==> src/rtl/lsu_misalign_unit_pkg.sv <==
// lsu_pkg: shared encodings for the load/store misalignment sequencer.
//   - access size codes as presented by the MEM stage
//   - data_mem write-control and read-control codes
//   - sequencer state enum
//   - small helpers that map a request onto data_mem control codes
package lsu_pkg;

    localparam logic [1:0] SZ_B    = 2'd0;
    localparam logic [1:0] SZ_H    = 2'd1;
    localparam logic [1:0] SZ_W    = 2'd2;

    localparam logic [1:0] WE_NONE = 2'd0;
    localparam logic [1:0] WE_W    = 2'd1;
    localparam logic [1:0] WE_H    = 2'd2;
    localparam logic [1:0] WE_B    = 2'd3;

    localparam logic [2:0] RD_NONE = 3'd0;
    localparam logic [2:0] RD_LW   = 3'd1;
    localparam logic [2:0] RD_LHU  = 3'd2;
    localparam logic [2:0] RD_LH   = 3'd3;
    localparam logic [2:0] RD_LBU  = 3'd4;
    localparam logic [2:0] RD_LB   = 3'd5;

    typedef enum logic [1:0] {
        IDLE  = 2'd0,
        SPLIT = 2'd1,
        DONE  = 2'd2
    } lsu_state_e;

    // Size code 3 is handled as a word everywhere (falls into default).
    function automatic logic is_aligned(input logic [1:0] size, input logic [1:0] lo);
        case (size)
            SZ_B:    is_aligned = 1'b1;
            SZ_H:    is_aligned = (lo[0] == 1'b0);
            default: is_aligned = (lo == 2'b00);
        endcase
    endfunction

    // Index of the final byte of a split access (only half/word are ever split).
    function automatic logic [1:0] last_byte(input logic [1:0] size);
        case (size)
            SZ_H:    last_byte = 2'd1;
            default: last_byte = 2'd3;
        endcase
    endfunction

    function automatic logic [1:0] we_code(input logic [1:0] size);
        case (size)
            SZ_B:    we_code = WE_B;
            SZ_H:    we_code = WE_H;
            default: we_code = WE_W;
        endcase
    endfunction

    function automatic logic [2:0] rd_code(input logic [1:0] size, input logic uns);
        case (size)
            SZ_B:    rd_code = uns ? RD_LBU : RD_LB;
            SZ_H:    rd_code = uns ? RD_LHU : RD_LH;
            default: rd_code = RD_LW;
        endcase
    endfunction

endpackage

==> src/rtl/lsu_misalign_unit_load_ext.sv <==
// lsu_load_ext: combinational size/sign extender for reassembled loads.
//   size        in  2  : access size code (SZ_B / SZ_H / word)
//   is_unsigned in  1  : zero-extend instead of sign-extend
//   raw         in  32 : right-aligned raw load bytes
//   ext         out 32 : extended load result
module lsu_load_ext
    import lsu_pkg::*;
(
    input  logic [1:0]  size,
    input  logic        is_unsigned,
    input  logic [31:0] raw,
    output logic [31:0] ext
);

    // Extend from bit 7 (byte) or bit 15 (half); words pass unchanged.
    always_comb begin
        case (size)
            SZ_B:    ext = is_unsigned ? {24'h000000, raw[7:0]}
                                       : {{24{raw[7]}}, raw[7:0]};
            SZ_H:    ext = is_unsigned ? {16'h0000, raw[15:0]}
                                       : {{16{raw[15]}}, raw[15:0]};
            default: ext = raw;
        endcase
    end

endmodule

==> src/rtl/lsu_misalign_unit.sv <==
// lsu_misalign_unit: load/store sequencer between the MEM stage and data_mem.
// Aligned accesses pass straight through in the request cycle. Misaligned
// half/word accesses are split into byte accesses while the pipeline is
// stalled; loads are reassembled and extended in a one-cycle DONE state.
//   clk, rst                 : clock, synchronous active-high reset
//   req_valid/store/size/unsigned/addr/wdata : MEM-stage request
//   stall                    : freeze the pipeline this cycle
//   ld_data, ld_valid        : extended load result and its strobe
//   dm_a, dm_d, dm_we, dm_rd_ctrl : data_mem control
//   dm_spo                   : data_mem combinational read data
module lsu_misalign_unit
    import lsu_pkg::*;
#(
    parameter int ADDR_W = 10
) (
    input  logic              clk,
    input  logic              rst,
    input  logic              req_valid,
    input  logic              req_store,
    input  logic [1:0]        req_size,
    input  logic              req_unsigned,
    input  logic [ADDR_W-1:0] req_addr,
    input  logic [31:0]       req_wdata,
    output logic              stall,
    output logic [31:0]       ld_data,
    output logic              ld_valid,
    output logic [ADDR_W-1:0] dm_a,
    output logic [31:0]       dm_d,
    output logic [1:0]        dm_we,
    output logic [2:0]        dm_rd_ctrl,
    input  logic [31:0]       dm_spo
);

    lsu_state_e        state_q, state_d;
    logic [1:0]        k_q, k_d;
    logic [ADDR_W-1:0] addr_q, addr_d;
    logic [31:0]       wdata_q, wdata_d;
    logic [1:0]        size_q, size_d;
    logic              uns_q, uns_d;
    logic              store_q, store_d;
    logic [31:0]       asm_q, asm_d;
    logic [31:0]       ext_s;

    lsu_load_ext u_load_ext (
        .size        (size_q),
        .is_unsigned (uns_q),
        .raw         (asm_q),
        .ext         (ext_s)
    );

    // Next-state and data_mem/pipeline output decode.
    always_comb begin
        state_d    = state_q;
        k_d        = k_q;
        addr_d     = addr_q;
        wdata_d    = wdata_q;
        size_d     = size_q;
        uns_d      = uns_q;
        store_d    = store_q;
        asm_d      = asm_q;
        stall      = 1'b0;
        ld_data    = 32'h00000000;
        ld_valid   = 1'b0;
        dm_a       = {ADDR_W{1'b0}};
        dm_d       = 32'h00000000;
        dm_we      = WE_NONE;
        dm_rd_ctrl = RD_NONE;

        // Outputs are forced idle while reset is held so no byte of an
        // abandoned sequence commits at the resetting edge.
        if (rst) begin
            state_d = IDLE;
        end else begin
            case (state_q)
                IDLE: begin
                    if (!req_valid) begin
                        state_d = IDLE;
                    end else if (is_aligned(req_size, req_addr[1:0])) begin
                        dm_a = req_addr;
                        dm_d = req_wdata;
                        if (req_store) begin
                            dm_we = we_code(req_size);
                        end else begin
                            dm_rd_ctrl = rd_code(req_size, req_unsigned);
                            ld_data    = dm_spo;
                            ld_valid   = 1'b1;
                        end
                    end else begin
                        // Capture the request and issue byte 0 right away.
                        addr_d  = req_addr;
                        wdata_d = req_wdata;
                        size_d  = req_size;
                        uns_d   = req_unsigned;
                        store_d = req_store;
                        k_d     = 2'd1;
                        state_d = SPLIT;
                        stall   = 1'b1;
                        dm_a    = req_addr;
                        if (req_store) begin
                            dm_we = WE_B;
                            dm_d  = {24'h000000, req_wdata[7:0]};
                        end else begin
                            dm_rd_ctrl = RD_LBU;
                            asm_d      = {24'h000000, dm_spo[7:0]};
                        end
                    end
                end
                SPLIT: begin
                    stall = 1'b1;
                    dm_a  = addr_q + ADDR_W'(k_q);
                    if (store_q) begin
                        dm_we = WE_B;
                        dm_d  = {24'h000000, wdata_q[{k_q, 3'b000} +: 8]};
                    end else begin
                        dm_rd_ctrl                  = RD_LBU;
                        asm_d[{k_q, 3'b000} +: 8]   = dm_spo[7:0];
                    end
                    if (k_q == last_byte(size_q)) begin
                        k_d     = 2'd0;
                        state_d = DONE;
                    end else begin
                        k_d = k_q + 2'd1;
                    end
                end
                DONE: begin
                    // The request inputs still show the retiring instruction.
                    if (!store_q) begin
                        ld_data  = ext_s;
                        ld_valid = 1'b1;
                    end else begin
                        ld_valid = 1'b0;
                    end
                    state_d = IDLE;
                end
                default: begin
                    state_d = IDLE;
                end
            endcase
        end
    end

    // Sequencer state and captured request registers.
    always_ff @(posedge clk) begin
        if (rst) begin
            state_q <= IDLE;
            k_q     <= 2'd0;
            addr_q  <= {ADDR_W{1'b0}};
            wdata_q <= 32'h00000000;
            size_q  <= SZ_B;
            uns_q   <= 1'b0;
            store_q <= 1'b0;
            asm_q   <= 32'h00000000;
        end else begin
            state_q <= state_d;
            k_q     <= k_d;
            addr_q  <= addr_d;
            wdata_q <= wdata_d;
            size_q  <= size_d;
            uns_q   <= uns_d;
            store_q <= store_d;
            asm_q   <= asm_d;
        end
    end

endmodule

==> config.mk <==
export PLATFORM = sky130hd
export DESIGN_NAME = lsu_misalign_unit
export DESIGN_NICKNAME = d
export VERILOG_FILES = /design/src/rtl/lsu_misalign_unit_pkg.sv /design/src/rtl/lsu_misalign_unit_load_ext.sv /design/src/rtl/lsu_misalign_unit.sv
export SDC_FILE = /design/constraint.sdc
export NUM_CORES = 1
export LEC_CHECK = 0
export ABC_AREA = 1
export BUFFER_PORTS_ARGS = -buffer_cell sky130_fd_sc_hd__buf_2
export CORE_UTILIZATION = 25
export CTS_BUF_LIST = sky130_fd_sc_hd__clkbuf_4
export DETAILED_ROUTE_END_ITERATION = 6
export PLACE_DENSITY_LB_ADDON = 0.12
export SLEW_MARGIN = 5
export SYNTH_ARGS = -nofsm -noshare
export SYNTH_HDL_FRONTEND = slang
export SYNTH_SLANG_ARGS = --single-unit
==> constraint.sdc <==
create_clock -name clk -period 2 [get_ports clk]
set_clock_uncertainty 0.1 [all_clocks]
set_input_delay 0.4 -clock clk [delete_from_list [all_inputs] [get_ports clk]]
set_output_delay 0.4 -clock clk [all_outputs]
set_load 0.02 [all_outputs]
* Word level (Yosys, flattened, before mapping)
Cells that the tools add are included.
** Operators by class
- Shift operators :: 3
- Reductions and logical operators :: 9
- Equality and inequality tests :: 11
- Add/sub/neg operators :: 3
- Bitwise gates (word level) :: 2
- Multiplexer cells :: 66
** Operators with widths (count)
- $mux 32 :: 14
- $pmux 32 s2 :: 4
- $bwmux 32 :: 1
- $shift 8x7->32 const A :: 1
- $shiftx 32x6->8 :: 1
- $shiftx 8x7->32 :: 1
- $mux 2 :: 14
- $mux 10 :: 2
- $pmux 10 s2 :: 1
- $mux 3 :: 6
- $mux 8 :: 2
- $pmux 2 s2 :: 4
- $mux 1 :: 13
- $pmux 3 s2 :: 2
- $add 10x2->10 :: 1
- $ne 2x2->1 const B :: 5
- $logic_not 2->1 :: 4
- $neg 5->7 :: 1
- $eq 2x1->1 const B :: 3
- $pmux 1 s2 :: 3
- $reduce_and 3->1 :: 2
- $reduce_and 5->1 :: 1
- $ne 3x3->1 const B :: 1
- $add 2x1->2 const B :: 1
- 5 further kinds :: 6
** Storage, ports and cells
- Register bits after elaboration :: 82
- Output and inout port bits :: 81
- Word-level logic and storage cells :: 102

* Logic depth before layout (Yosys ltp)
Gate-level depths: netlist of the first run.
- Word-level depth :: 9
- Depth in mapped cells :: 11

* Hierarchy
A second synthesis of the first run with hierarchy kept.
** Unflattened totals
- Cells, all modules :: 964
- Area total of the unflattened synthesis :: 5838.1 µm²
** By module, submodules not included
- lsu_misalign_unit :: times used 1, area an instance 5434.0 µm², cells each 893, sequential area each 1641.6 µm²
- lsu_load_ext :: times used 1, area an instance 404.1 µm², cells each 71, sequential area each 0.0 µm²

* Worst setup path before layout of the first run
No wires, ideal clock.
- Kind :: reg2out
- Start point :: register k_q[0]
- End point :: output port dm_a[8]
- Data required time :: 1.500 ns
- Cell stages (with the launch flop) :: 9
- Arrival time :: 1.574 ns
- Path slack :: -0.074 ns
- Cell sequence :: dfxtp_1 > ha_1 > fa_1 > nand2_1 > nor2_1 > nand3_1 > nand2_1 > nand3_1 > a21oi_1
** Between the ends
- Word-level cells in the longest chain between the ends :: 3
** RTL lines
- start, declared :: line lsu_misalign_unit.sv:35 : logic [1:0] k_q, k_d;
- start signal, assigned :: line lsu_misalign_unit.sv:155 : k_q <= k_d;
- $add 10x2->10 :: line lsu_misalign_unit.sv:110 : dm_a = addr_q + ADDR_W'(k_q);
- $pmux 10 s2 :: line lsu_misalign_unit.sv:74 : case (state_q)
- $mux 10 :: line lsu_misalign_unit.sv:71 : if (rst) begin
- end, declared :: line lsu_misalign_unit.sv:27 : output logic [ADDR_W-1:0] dm_a,
Every way passes these cells.

* Worst setup path in the final report of the first run
Same ends and word-level chain as after synthesis.

==> impl_metrics.ini, run 1 <==
[run_status]
status = finished with violations
violations = negative setup slack

[placed_design]
dpl.hpwl_um = 13800
portBuffers = 161
place_congestion = 0.836
placed_area_um2 = 6960

[synth]
synthesis.nets = 1003
synth_warnings = 0
ys_ff_latch = 82
netlist_area_um2 = 5400
synthesis.instances = 915
syn_area_per_cell_um2 = 5.91
synth.distinct_cells = 35
ys_seq_area_frac = 0.304

[timing]
setup_viol = 81
hold_ws_ns = 0.0596
max-slew-margin-rel = 0.791
clock.fmax_mhz = 393
finalSetupTns_ns = -25.48
final.period_utilization = 1.27
fin_ws_ns = -0.546
rsz0062_at_grt = yes
drv_slew = 0
period_minus_slack_ns = 2.55
worst_slew_pin_slew_ns = 0.311
final_hold_viol_count = 0

[floorplan]
fp.dieH_um = 149
row_count = 53
pin_count = 162
start_util = 0.256
coreArea_um2 = 21100
die_w_um = 149
dieArea_um2 = 22200

[cells_and_area]
drive_gt1_frac = 0.382
layout_commonest_cell = nand2_1
nNetsFinal = 1220
areaGrowthSynthToFinish_pct = 62.1
stdcell_area_um2 = 8760
most-common-layout-cells = 213 x nand2_1, 144 x nor2_1, 107 x inv_1
fill_cells = 2275

[drt]
vias = 6382
first_pass_iters = 4
dr.max_layer_used = met4
wire_per_inst_um = 14.4
wl_met2_um = 10500
vias_per_cell = 4.51
wl_met3_um = 935
ant_nets = 0
drt_first_iter_violations = 268
met1Wirelength_um = 8600
remaining_drc_errors = 0
finalWirelength_um = 20400

[clock_network]
numClockSinks = 82
cts_tree = built
root_buffer = clkbuf_4
cts_buffer_depth = 2
numCtsBuffers = 9
clk_pin_slew_worst_paths_ns = 0.15
cts_max_level = 3
insertion_delay_ns = 0.47

[pwr]
ir_drop_v = 0.000314
power_mw = 4.90
power_density_nw_per_um2 = 559
p_leak_nw = 3.98

[flow_run]
drv_cap = 0

[worst_setup_path]
critical_path.max_stage_delay_ns = 0.38
crit_chain = ha_4, fa_2, nand2_2, nor2_4, nand3_2, nand2_1, nand3_2, a21oi_2, buf_4
worst-setup-path-type = flop to output port
cp_slowest_cell = dfxtp_4
cp_top_family = simple AND/OR/NAND/NOR gates
critPathBufInv = 1
regToRegSetupSlack_ns = 0.07
cp_common_cell = nand3_2
cp-end-kind = output port
critPathMaxFanout = 5
crit_required_ns = 1.50
cp-start-kind = flop
arrival_ns = 2.05

[grt]
antenna_found_initial = 2
grt_pass1_vias = 6009
grt_pass1_wl_um = 31100
grt_util_all_layers = 0.182
grt_overflow_total = 0
grt_max_degree = 42

[worst_hold_path]
hold_path.class = primary input to flop
==> cell usage after synthesis <==
cell        n  area share
a211oi_1    1      0.0014
a21oi_1    46       0.043
a21oi_2    10       0.016
a21oi_4     1      0.0030
a22oi_1     2      0.0028
and2_4      1      0.0016
buf_1       1     0.00069
buf_12      1      0.0037
buf_2      17       0.016
buf_4       6      0.0083
buf_6       2      0.0042
buf_8       1      0.0028
clkbuf_1   25       0.017
clkinv_1    5      0.0035
dfxtp_1    82        0.30
fa_1        1      0.0037
ha_1        6       0.014
inv_1     112       0.078
inv_2       5      0.0035
nand2_1   237        0.16
nand2_2    12       0.014
nand3_1    28       0.026
nand3_2     3      0.0056
nand3_4     2      0.0065
nand4_1    33       0.038
nor2_1    180        0.13
nor2_2      2      0.0023
nor3_1      2      0.0019
o211ai_1    1      0.0014
o21ai_0    69       0.064
o21ai_1     1     0.00093
o21bai_1    1      0.0014
o22ai_1    16       0.019
or2_1       1      0.0012
or2_2       2      0.0023
==> metal layers <==
metal | up-vias | global-route usage
met5 | - | 0
met4 | 0 | 0.0628
met2 | 150 | 0.333
li1 | 3304 | -
met1 | 2908 | 0.211
met3 | 20 | 0.0303
==> tightest hold or removal path: stages <==
cell,delay [ns]
buf_2,0.09
nor2_1,0.04
nor2_1,0.08
==> path summary, 6_finish.rpt <==
path,startpoint,to,cells past startpoint
max,k_q[0],dm_a[8],9
min,req_wdata[20],wdata_q[20],3
max reg2reg,state_q[0],asm_q[19],11
min reg2reg,wdata_q[0],wdata_q[0],2
==> sequential cells by signal, indices dropped and copies added, names as in the netlist <==
| register | flops |
|---|---|
| asm_q | 32 |
| state_q | 2 |
| wdata_q | 32 |
| size_q | 2 |
| addr_q | 10 |
| store_q | 1 |
| uns_q | 1 |
| k_q | 2 |
==> area by class of cell <==
class,instances,area (um^2),share of cell area
tap,275,344,0.0393
clock inverter,6,129,0.0147
timing repair buffer,257,2350,0.268
inverter,122,512,0.0584
sequential,82,1650,0.189
timing repair inverter,1,7.51,0.000857
multi-input combinational,659,3680,0.421
clock buffer,10,75.1,0.00857
antenna,2,5.00,0.000571
==> power breakdown <==
group	leakage (nW)	switching [mW]	total (mW)	internal (mW)
Combinational	3.19	0.951	1.66	0.709
Clock	0.108	0.628	1.39	0.767
Sequential	0.677	0.0695	1.84	1.77
==> stage by stage <==
stage                     instances  utilization  setup WS (ns)
after floorplan                 915            -         0.0116
after global placement         1366        0.330        -0.0979
after detailed placement       1366        0.330         -0.126
after CTS                      1409        0.400         -0.548
after global routing           1413        0.415         -0.661
final                          1414        0.416         -0.546
==> logic make-up after synthesis <==
group,share of synthesized area
buf+inv,0.138
compound gates,0.152
flops,0.304
fa+ha+maj,0.0176
simple gates,0.389
==> repair_timing <==
action                                  4_1_cts  5_1_grt
hold buffers                                  0        0
buffers inserted                             20        9
endpoints found under the setup margin      106      100
pin swaps                                    20       36
resized for setup                           261       94
cloned                                        8        4
(Power assumes the default switching activity.)
==> run 2: changes to the inputs <==
clock period = 2.9 ns   (was 2 ns; I/O delays follow)
==> impl_metrics.ini, run 2 (synthesis gave the netlist of run 1 again) <==
[pwr]
switching_power_mw = 0.999
pwr-share-comb = 0.274
power_density_nw_per_um2 = 428
p_seq_frac = 0.443
swShare = 0.349
ir_drop_v = 0.000168
internal-power_mw = 1.87
p_leak_nw = 3.31
pwr-share-clk = 0.283

[floorplan]
pin_count = 162
coreArea_um2 = 21100
row_count = 53
dieArea_um2 = 22200
die_w_um = 149
start_util = 0.256
fp.dieH_um = 149

[drt]
drt_first_iter_violations = 295
vias_per_cell = 4.41
first_pass_iters = 4
finalWirelength_um = 18100
ant_nets = 0
remaining_drc_errors = 0
vias = 5905
wire_per_inst_um = 13.5

[timing]
rsz0062_at_grt = no
period_minus_slack_ns = 2.77
fin_ws_ns = 0.129
final_hold_viol_count = 0
drv_slew = 0
max-slew-margin-rel = 0.669
final.period_utilization = 0.955
worst_slew_pin_slew_ns = 0.494
setup_viol = 0
finalSetupTns_ns = 0
clock.fmax_mhz = 361

[cells_and_area]
stdcell_area_um2 = 6700
nNetsFinal = 1147
regArea_um2 = 1640
areaGrowthSynthToFinish_pct = 24.0
fill_cells = 2458
layout_commonest_cell = nand2_1
post-route-util = 0.318
drive_gt1_frac = 0.232
most-common-layout-cells = 235 x nand2_1, 177 x nor2_1, 161 x buf_2
reg_top3 = asm_q x32, wdata_q x32, addr_q x10
multi_input_area_um2 = 3040

[worst_setup_path]
critPathMaxFanout = 5
cp_slowest_cell = fa_1
r2r_start = k_q[0]
cp-end-kind = output port
cp_top_family = adder cells
critPathBufInv = 1
crit_required_ns = 2.22
crit_chain = ha_1, fa_1, nand2_2, nor2_4, a21oi_1, a22oi_1, nor2_1, buf_2
cp-start-kind = flop
r2r_cells = 10
critical_path.max_stage_delay_ns = 0.42
arrival_ns = 2.09
worst-setup-path-type = flop to output port
regToRegSetupSlack_ns = 0.70
regToRegEndpoint = asm_q[16]

[grt]
grt_util_all_layers = 0.163
antenna_found_initial = 2
grt_pass1_wl_um = 28200
grt_pass1_vias = 5465
grt_max_degree = 49
grt_overflow_total = 0

[placed_design]
placed_area_um2 = 6460
place_ws_ns = 0.307
place_congestion = 0.856
portBuffers = 161
dpl.hpwl_um = 13200

[flow_run]
drv_cap = 0

[worst_hold_path]
hold_path.class = primary input to flop
hold_path_end = wdata_q[20]
hold_path_depth = 3
worstHoldStart = req_wdata[20]

[clock_network]
numClockSinks = 82
clk_pin_slew_worst_paths_ns = 0.14
cts_max_level = 3
root_buffer = clkbuf_4
cts_tree = built
numCtsBuffers = 9
insertion_delay_ns = 0.47
cts_buffer_depth = 2

[run_status]
status = finished, final reports clean
-- run 2: power by group through the flow --
stage                     Sequential [mW]  Combinational, mW  Clock (mW)
after floorplan                      1.28              0.542           0
after global placement               1.30              0.792           0
after detailed placement             1.30              0.789           0
after CTS                            1.27              0.796       0.849
after global routing                 1.28              0.892       0.887
final                                1.27              0.784       0.811
-- run 2: per-stage QoR --
step	hold WS, ns	power (mW)	instances
floorplan	0.340	1.82	915
global placement	0.351	2.09	1320
detailed placement	0.356	2.08	1320
CTS	0.197	2.92	1338
global route	0.232	3.06	1340
finish	0.242	2.87	1340
-- run 2: worst register-to-register path, stage by stage, from the launching register on --
cell,delay [ns]
dfxtp_1,0.34
buf_4,0.22
inv_4,0.21
buf_4,0.23
ha_1,0.19
nand3_1,0.08
nor2_1,0.40
nand2_1,0.12
nand4_1,0.12
nand2_1,0.07
nor2_1,0.08
-- run 2: how the worst max path moves through the flow --
stage,to,start,cells after the start,slack (ns)
finish,dm_a[6],k_q[0],8,0.13
global route,dm_a[7],k_q[1],8,0.0008
CTS,ld_data[24],state_q[1],7,0.02
detailed placement,ld_data[28],req_addr[0],9,0.31
global placement,ld_data[24],req_addr[0],9,0.34
floorplan,dm_rd_ctrl[0],req_size[1],6,0.62
-- run 2: final cells by class --
cell class | instances | area share
sequential | 82 | 0.245
multi-input combinational | 658 | 0.453
inverter | 122 | 0.0695
clock inverter | 4 | 0.0114
tap | 275 | 0.0513
timing repair buffer | 186 | 0.156
clock buffer | 12 | 0.0134
antenna | 1 | 0.000373
-- run 2: repair_timing --
action	CTS	global route
setup endpoints to repair	27	34
resized for setup	4	7
pin swaps	1	1
cloned	0	0
hold buffers	0	0
buffers inserted	2	1
-- run 2: routing by layer --
metal | routed length, um | vias to the layer above | track usage
met2 | 9000 | 126 | 0.295
met5 | 0 | - | 0
met1 | 7970 | 2612 | 0.192
met4 | 184 | 0 | 0.0520
li1 | - | 3156 | -
met3 | 914 | 11 | 0.0303
